$ cat src/rtl/hazard_scoreboard_if.sv
// Decode/Execute issue channel for the hazard scoreboard: issue request in,
// stall / forwarding / busy status out.
interface hazard_scoreboard_if #(
   parameter int NUM_REGS = 32,
   parameter int NUM_SRC  = 2,
   parameter int MAX_LAT  = 4
);
   localparam int AW = $clog2(NUM_REGS);
   localparam int CW = $clog2(MAX_LAT + 2);

   logic                   issue_valid;
   logic                   flush;
   logic                   issue_we;
   logic [AW-1:0]          issue_rd;
   logic [CW-1:0]          issue_lat;
   logic [NUM_SRC*AW-1:0]  issue_rs;
   logic [NUM_SRC-1:0]     issue_rs_used;
   logic                   issue_stall;
   logic [NUM_SRC-1:0]     fwd_hit;
   logic                   busy;

   modport master (
      output issue_valid, flush, issue_we, issue_rd, issue_lat, issue_rs, issue_rs_used,
      input  issue_stall, fwd_hit, busy
   );

   modport slave (
      input  issue_valid, flush, issue_we, issue_rd, issue_lat, issue_rs, issue_rs_used,
      output issue_stall, fwd_hit, busy
   );
endinterface

$ cat src/rtl/hazard_scoreboard.sv
// Per-register writeback countdown for variable-latency Execute paths; yields the
// issue stall (RAW, WAW, writeback-port collision) and per-source bypass hits.
module hazard_scoreboard #(
   parameter int NUM_REGS = 32,
   parameter int NUM_SRC  = 2,
   parameter int MAX_LAT  = 4,
   parameter int NUM_WB   = 1
) (
   input logic               clk,
   input logic               reset,
   hazard_scoreboard_if.slave bus
);
   localparam int AW   = $clog2(NUM_REGS);
   localparam int CW   = $clog2(MAX_LAT + 2);
   localparam int NW   = $clog2(NUM_REGS + 1);

   logic [CW-1:0]      cnt_r [1:NUM_REGS-1];
   logic [CW-1:0]      cnt_s [NUM_REGS];
   logic [CW-1:0]      lat_s;
   logic [CW-1:0]      lat_next_s;
   logic [NW-1:0]      wb_cnt_s;
   logic               busy_s;
   logic               raw_s;
   logic [NUM_SRC-1:0] fwd_s;
   logic               rd_live_s;
   logic               waw_s;
   logic               wbc_s;
   logic               req_s;
   logic               stall_s;
   logic               wr_s;

   // Flat view of the counters with register 0 pinned to zero.
   always_comb begin
      cnt_s[0] = {CW{1'b0}};
      for (int r = 1; r < NUM_REGS; r++) begin
         cnt_s[r] = cnt_r[r];
      end
   end

   // Clamp requested latency into 1..MAX_LAT.
   always_comb begin
      if (bus.issue_lat == {CW{1'b0}}) begin
         lat_s = CW'(1);
      end else if (bus.issue_lat > CW'(MAX_LAT)) begin
         lat_s = CW'(MAX_LAT);
      end else begin
         lat_s = bus.issue_lat;
      end
      lat_next_s = lat_s + CW'(1);
   end

   // Counters equal to L+1 land on the same writeback cycle as the new instruction.
   always_comb begin
      wb_cnt_s = {NW{1'b0}};
      busy_s   = 1'b0;
      for (int r = 1; r < NUM_REGS; r++) begin
         if (cnt_r[r] == lat_next_s) begin
            wb_cnt_s = wb_cnt_s + NW'(1);
         end else begin
            wb_cnt_s = wb_cnt_s;
         end
         if (cnt_r[r] != {CW{1'b0}}) begin
            busy_s = 1'b1;
         end else begin
            busy_s = busy_s;
         end
      end
   end

   // Source operand hazards: still in flight stalls, due this cycle forwards.
   always_comb begin
      raw_s = 1'b0;
      fwd_s = {NUM_SRC{1'b0}};
      for (int i = 0; i < NUM_SRC; i++) begin
         if (bus.issue_rs_used[i] && (bus.issue_rs[i*AW +: AW] != {AW{1'b0}})) begin
            if (cnt_s[bus.issue_rs[i*AW +: AW]] > CW'(1)) begin
               raw_s = 1'b1;
            end else if (cnt_s[bus.issue_rs[i*AW +: AW]] == CW'(1)) begin
               fwd_s[i] = 1'b1;
            end else begin
               fwd_s[i] = 1'b0;
            end
         end else begin
            fwd_s[i] = 1'b0;
         end
      end
   end

   // Destination hazards and the final issue decision.
   always_comb begin
      rd_live_s = bus.issue_we && (bus.issue_rd != {AW{1'b0}});
      waw_s     = rd_live_s && (cnt_s[bus.issue_rd] > CW'(1));
      wbc_s     = rd_live_s && (wb_cnt_s >= NW'(NUM_WB));
      req_s     = bus.issue_valid && !bus.flush;
      stall_s   = req_s && (raw_s || waw_s || wbc_s);
      wr_s      = req_s && !stall_s && rd_live_s;
   end

   assign bus.issue_stall = stall_s;
   assign bus.fwd_hit     = fwd_s;
   assign bus.busy        = busy_s;

   // Countdown per register; an accepted write reloads its destination instead.
   always_ff @(posedge clk or negedge reset) begin
      if (!reset) begin
         for (int r = 1; r < NUM_REGS; r++) begin
            cnt_r[r] <= {CW{1'b0}};
         end
      end else begin
         for (int r = 1; r < NUM_REGS; r++) begin
            if (wr_s && (bus.issue_rd == AW'(r))) begin
               cnt_r[r] <= lat_s;
            end else if (cnt_r[r] != {CW{1'b0}}) begin
               cnt_r[r] <= cnt_r[r] - CW'(1);
            end else begin
               cnt_r[r] <= cnt_r[r];
            end
         end
      end
   end
endmodule
$ cat src/flat_wrapper.sv
// flat-port wrapper written by rule: the top's interface ports become plain ports
module hazard_scoreboard_flat 
#(
   parameter int NUM_REGS = 32,
   parameter int NUM_SRC  = 2,
   parameter int MAX_LAT  = 4,
   parameter int NUM_WB   = 1
)
  (clk, reset, bus_issue_valid, bus_flush, bus_issue_we, bus_issue_rd, bus_issue_lat, bus_issue_rs, bus_issue_rs_used, bus_issue_stall, bus_fwd_hit, bus_busy);
  hazard_scoreboard_if #(.NUM_REGS(NUM_REGS), .NUM_SRC(NUM_SRC), .MAX_LAT(MAX_LAT)) bus_i ();
  input logic clk;
  input logic reset;
  input wire logic [$bits(bus_i.issue_valid)-1:0] bus_issue_valid;
  input wire logic [$bits(bus_i.flush)-1:0] bus_flush;
  input wire logic [$bits(bus_i.issue_we)-1:0] bus_issue_we;
  input wire logic [$bits(bus_i.issue_rd)-1:0] bus_issue_rd;
  input wire logic [$bits(bus_i.issue_lat)-1:0] bus_issue_lat;
  input wire logic [$bits(bus_i.issue_rs)-1:0] bus_issue_rs;
  input wire logic [$bits(bus_i.issue_rs_used)-1:0] bus_issue_rs_used;
  output wire logic [$bits(bus_i.issue_stall)-1:0] bus_issue_stall;
  output wire logic [$bits(bus_i.fwd_hit)-1:0] bus_fwd_hit;
  output wire logic [$bits(bus_i.busy)-1:0] bus_busy;
  assign bus_i.issue_valid = bus_issue_valid;
  assign bus_i.flush = bus_flush;
  assign bus_i.issue_we = bus_issue_we;
  assign bus_i.issue_rd = bus_issue_rd;
  assign bus_i.issue_lat = bus_issue_lat;
  assign bus_i.issue_rs = bus_issue_rs;
  assign bus_i.issue_rs_used = bus_issue_rs_used;
  assign bus_issue_stall = bus_i.issue_stall;
  assign bus_fwd_hit = bus_i.fwd_hit;
  assign bus_busy = bus_i.busy;
  hazard_scoreboard #(.NUM_REGS(NUM_REGS), .NUM_SRC(NUM_SRC), .MAX_LAT(MAX_LAT), .NUM_WB(NUM_WB)) u_core (.clk(clk), .reset(reset), .bus(bus_i));
endmodule
$ cat config.mk
export PLATFORM = sky130hd
export DESIGN_NAME = hazard_scoreboard_flat
export DESIGN_NICKNAME = d
export VERILOG_FILES = /design/src/rtl/hazard_scoreboard_if.sv /design/src/rtl/hazard_scoreboard.sv /design/src/flat_wrapper.sv
export SDC_FILE = /design/constraint.sdc
export NUM_CORES = 1
export LEC_CHECK = 0
export BUFFER_PORTS_ARGS = -buffer_cell sky130_fd_sc_hd__buf_2
export CORE_MARGIN = 2
export CORE_UTILIZATION = 55
export CTS_CLUSTER_SIZE = 24
export DETAILED_ROUTE_END_ITERATION = 8
export GPL_ROUTABILITY_DRIVEN = 1
export PLACE_DENSITY = 0.78
export SLEW_MARGIN = 30
export SYNTH_ARGS = -nofsm -noshare
export SYNTH_HDL_FRONTEND = slang
export SYNTH_SLANG_ARGS = --single-unit
export TNS_END_PERCENT = 20
$ cat constraint.sdc
create_clock -name clk -period 96 [get_ports clk]
set_clock_uncertainty 0.2 [all_clocks]
set_input_delay 19.2 -clock clk [delete_from_list [all_inputs] [get_ports clk]]
set_output_delay 19.2 -clock clk [all_outputs]
set_load 0.01 [all_outputs]
==> summary.txt <==
Outcome
  – Outcome: completed

Setup path
  – Crit-path slowest cell: xnor3_2
  – Setup Crit Path Kind: input port to primary output
  – Crit. End Element: primary output
  – Cell repeated most along the worst path: ha_1
  – Worst Path Arrival: between 40 and 50 ns
  – Crit-path max cell delay: 0.74 ns
  – CP bufs+invs: 16
  – Crit path launch type: input port
  – Critical Path RT: around 77 ns
  – Delay-heaviest family, CP: adder cells
  – Top fanout value on the critical path: a little over 40

Place
  – Post-DP HPWL: between 20000 and 30000 um
  – Placed Cells: around 1800
  – Pre-CTS setup slack: 33.78 ns
  – Port Buffers: 28
  – Placer Congestion: between 0.9 and 1

Clock tree
  – Clock buffer count from CTS: 9
  – Max clock buf depth: 2
  – Root Driver: clkbuf_16
  – CTS tree: built
  – Hold_buf cts: 0
  – Htree depth: 3
  – CTS-repair resized insts: 0
  – CTS Sinks: 93
  – Clock slew at reported path FFs: roughly 0.07 ns
  – Clk_lat worst skew: 0.35 ns
  – Setup Fix Bufs, Post-CTS: 0

Yosys
  – Post-synth EDFFs: 0
  – FFs w/ async S/R, synth: 100.0%
  – Post-Syn Instances: 1494
  – Synthesized flop and latch total: between 90 and 100
  – Count leader, synth: mux2i_1
  – Syn avg cell area: between 8 and 9 um^2
  – Synth top cells by count: mux2i_1 (142), xnor2_1 (131), nor2_1 (124), nand2_1 (101)
  – Post-Syn Area: approximately 13000 um^2
  – Net Count, Synth: between 1500 and 2000
  – Cell variety after synth: 86
  – Sequential element share of the synthesized area: 17.75%
  – Synth top area share: ~18%
  – Most area-consuming cells after synthesis: dfrtp_1 (18%), mux2i_1 (11%), ha_1 (8.9%), xnor2_1 (8.8%), mux4_2 (6.5%)
  – YS warnings: 0
  – Synth area leader: dfrtp_1
  – Top_reg_cell synth: dfrtp_1

Cells and area
  – Top flop regs: u_core.cnt_r x93
  – Nets: roughly 1600
  – Cell Count, Final, Fillers Out: about 1800
  – Antenna cells: 0
  – Fraction of layout cells with a size suffix above 1: a little over a tenth
  – Fillers: ~2000
  – Top reg by flops: u_core.cnt_r
  – Footprint of the multi-input gates: ~10000 um^2
  – Area occupied by registers: 2327 um^2
  – Synthesis-to-finish area growth: 5.164%
  – Largest register FFs: 93

Timing
  – Hold Fails Final Rpt: 0
  – Final worst setup slack: 33.40 ns
  – Setup TNS: 0 ns
  – Final period utilization: between 60% and 70%
  – RSZ-0062 raised after global routing: false
  – Least-Margin Pin Slew: about 0.93 ns
  – Setup violators final: 0
  – Max-slew headroom: ~37%
  – Tmin final: about 63 ns
  – Max Freq: 0.01597 GHz
  – Pins over their slew limit: 0

Routing
  – Routed wire length: 34780 um
  – Via Count: ~11000
  – Drt pass-1 iters: 5
  – Routed WL per cell: 19.23 um
  – Vias per cell: approximately 6.3
  – DRT antenna net count: 0
  – # DRC: 0
  – 1st-iter DRT viols: 960

Die
  – Row Count: 56
  – Core footprint: approximately 23000 um^2
  – IO Pins: 29
  – Die height: approximately 160 um
  – Die span in x: approximately 160 um
  – Die area: about 25000 um^2
  – Initial Util: a little under three fifths

Global routing
  – Vias in the first global route: around 11000
  – Antenna violations before repair: 0
  – First-pass GRT wire length: between 50000 and 60000 um
  – Gr usage total: between 20 and 30%
  – Largest net degree at the start of global routing: 71
  – Global route overflow: 0

Hold path
  – Tightest Hold Check Type: flip-flop to flip-flop

Run
  – MaxCap Viol Count: 0
-- layout by cell type (no fill, tap or decap), drive strengths merged, types with 8 or more instances in the layout --
cell type	n
nand3	61
buf	39
and3	16
o21a	8
o21ai	86
nand2	101
nand4	13
and2	19
a21oi	31
nor2	124
xnor3	13
inv	100
nor4	19
clkbuf	10
o211ai	13
o211a	9
dfrtp	93
a31oi	10
xor2	71
nor3b	9
a211oi	22
nand2b	46
mux4	38
o2111ai	15
mux2i	143
nor3	37
xnor2	145
ha	93
-- area by class of cell --
cell class                      instances  area share [%]
Clock buffer                           10           1.661
Multi-Input combinational cell       1243           73.72
Timing Repair Buffer                   39           1.661
Sequential cell                        93           16.88
Clock inverter                          6          0.5173
Inverter                               98           2.668
Tap cell                              319           2.895
-- path summary, 6_finish.rpt --
| kind | start | endpoint | slack, ns | cells after the start |
|---|---|---|---|---|
| setup / recovery | bus_issue_lat[2] | bus_issue_stall | 33.40 | 109 |
| hold / removal | u_core.cnt_r[41] | u_core.cnt_r[41] | 0.47 | 2 |
| setup reg to reg | u_core.cnt_r[90] | u_core.cnt_r[85] | 73.13 | 103 |
| hold reg to reg | u_core.cnt_r[41] | u_core.cnt_r[41] | 0.47 | 2 |
| max in group asynchronous | reset | u_core.cnt_r[73] | 76.07 | 2 |
| min in group asynchronous | reset | u_core.cnt_r[15] | 18.54 | 1 |
-- cell families (layout without fill, tap and decap cells) --
family                   count (synthesis)  in the layout  share of synthesized area (%)
adder cells (fa/ha/maj)                 94             94                          8.953
buffers and inverters                  158            153                          4.839
XOR/XNOR                               232            232                          18.69
flip-flops                              93             93                          17.75
AND/OR/NAND/NOR                        474            474                          18.24
AO/OA/AOI/OAI                          256            256                          13.47
multiplexers                           187            187                          18.06
-- worst reg2reg max path, delay by kind of cell, from the launching register on --
| family | cells | cell delay (ns) |
|---|---|---|
| adders and majority gates | 29 | 8.74 |
| AOI/OAI and AO/OA | 28 | 5.62 |
| and+or+nand+nor | 24 | 4.39 |
| muxes | 7 | 1.59 |
| buffers and inverters | 12 | 1.03 |
| xor gates and xnor gates | 3 | 0.71 |
| DFF | 1 | 0.46 |
-- routing by layer --
| layer | vias up | track usage (%) | wire (um) |
|---|---|---|---|
| li1 | 5327 | - | - |
| met1 | 5372 | 38.60 | 14790 |
| met2 | 525 | 44.95 | 15520 |
| met3 | 98 | 5.362 | 3127 |
| met4 | 0 | 11.58 | 1339 |
| met5 | - | 0 | 0 |
-- per-stage QoR --
step                      util (%)  cell area (um^2)  hold slack, ns
after global placement       57.59             13480          0.4345
after detailed placement     57.59             13480          0.4384
final                        58.91             13790          0.4680
after CTS                    58.87             13780          0.4652
after global routing         58.91             13790          0.5000
after floorplan                  -             13110          0.3712
Power is not shown: default switching activity piles up to over one toggle a cycle in this logic, so the estimate is an artifact.
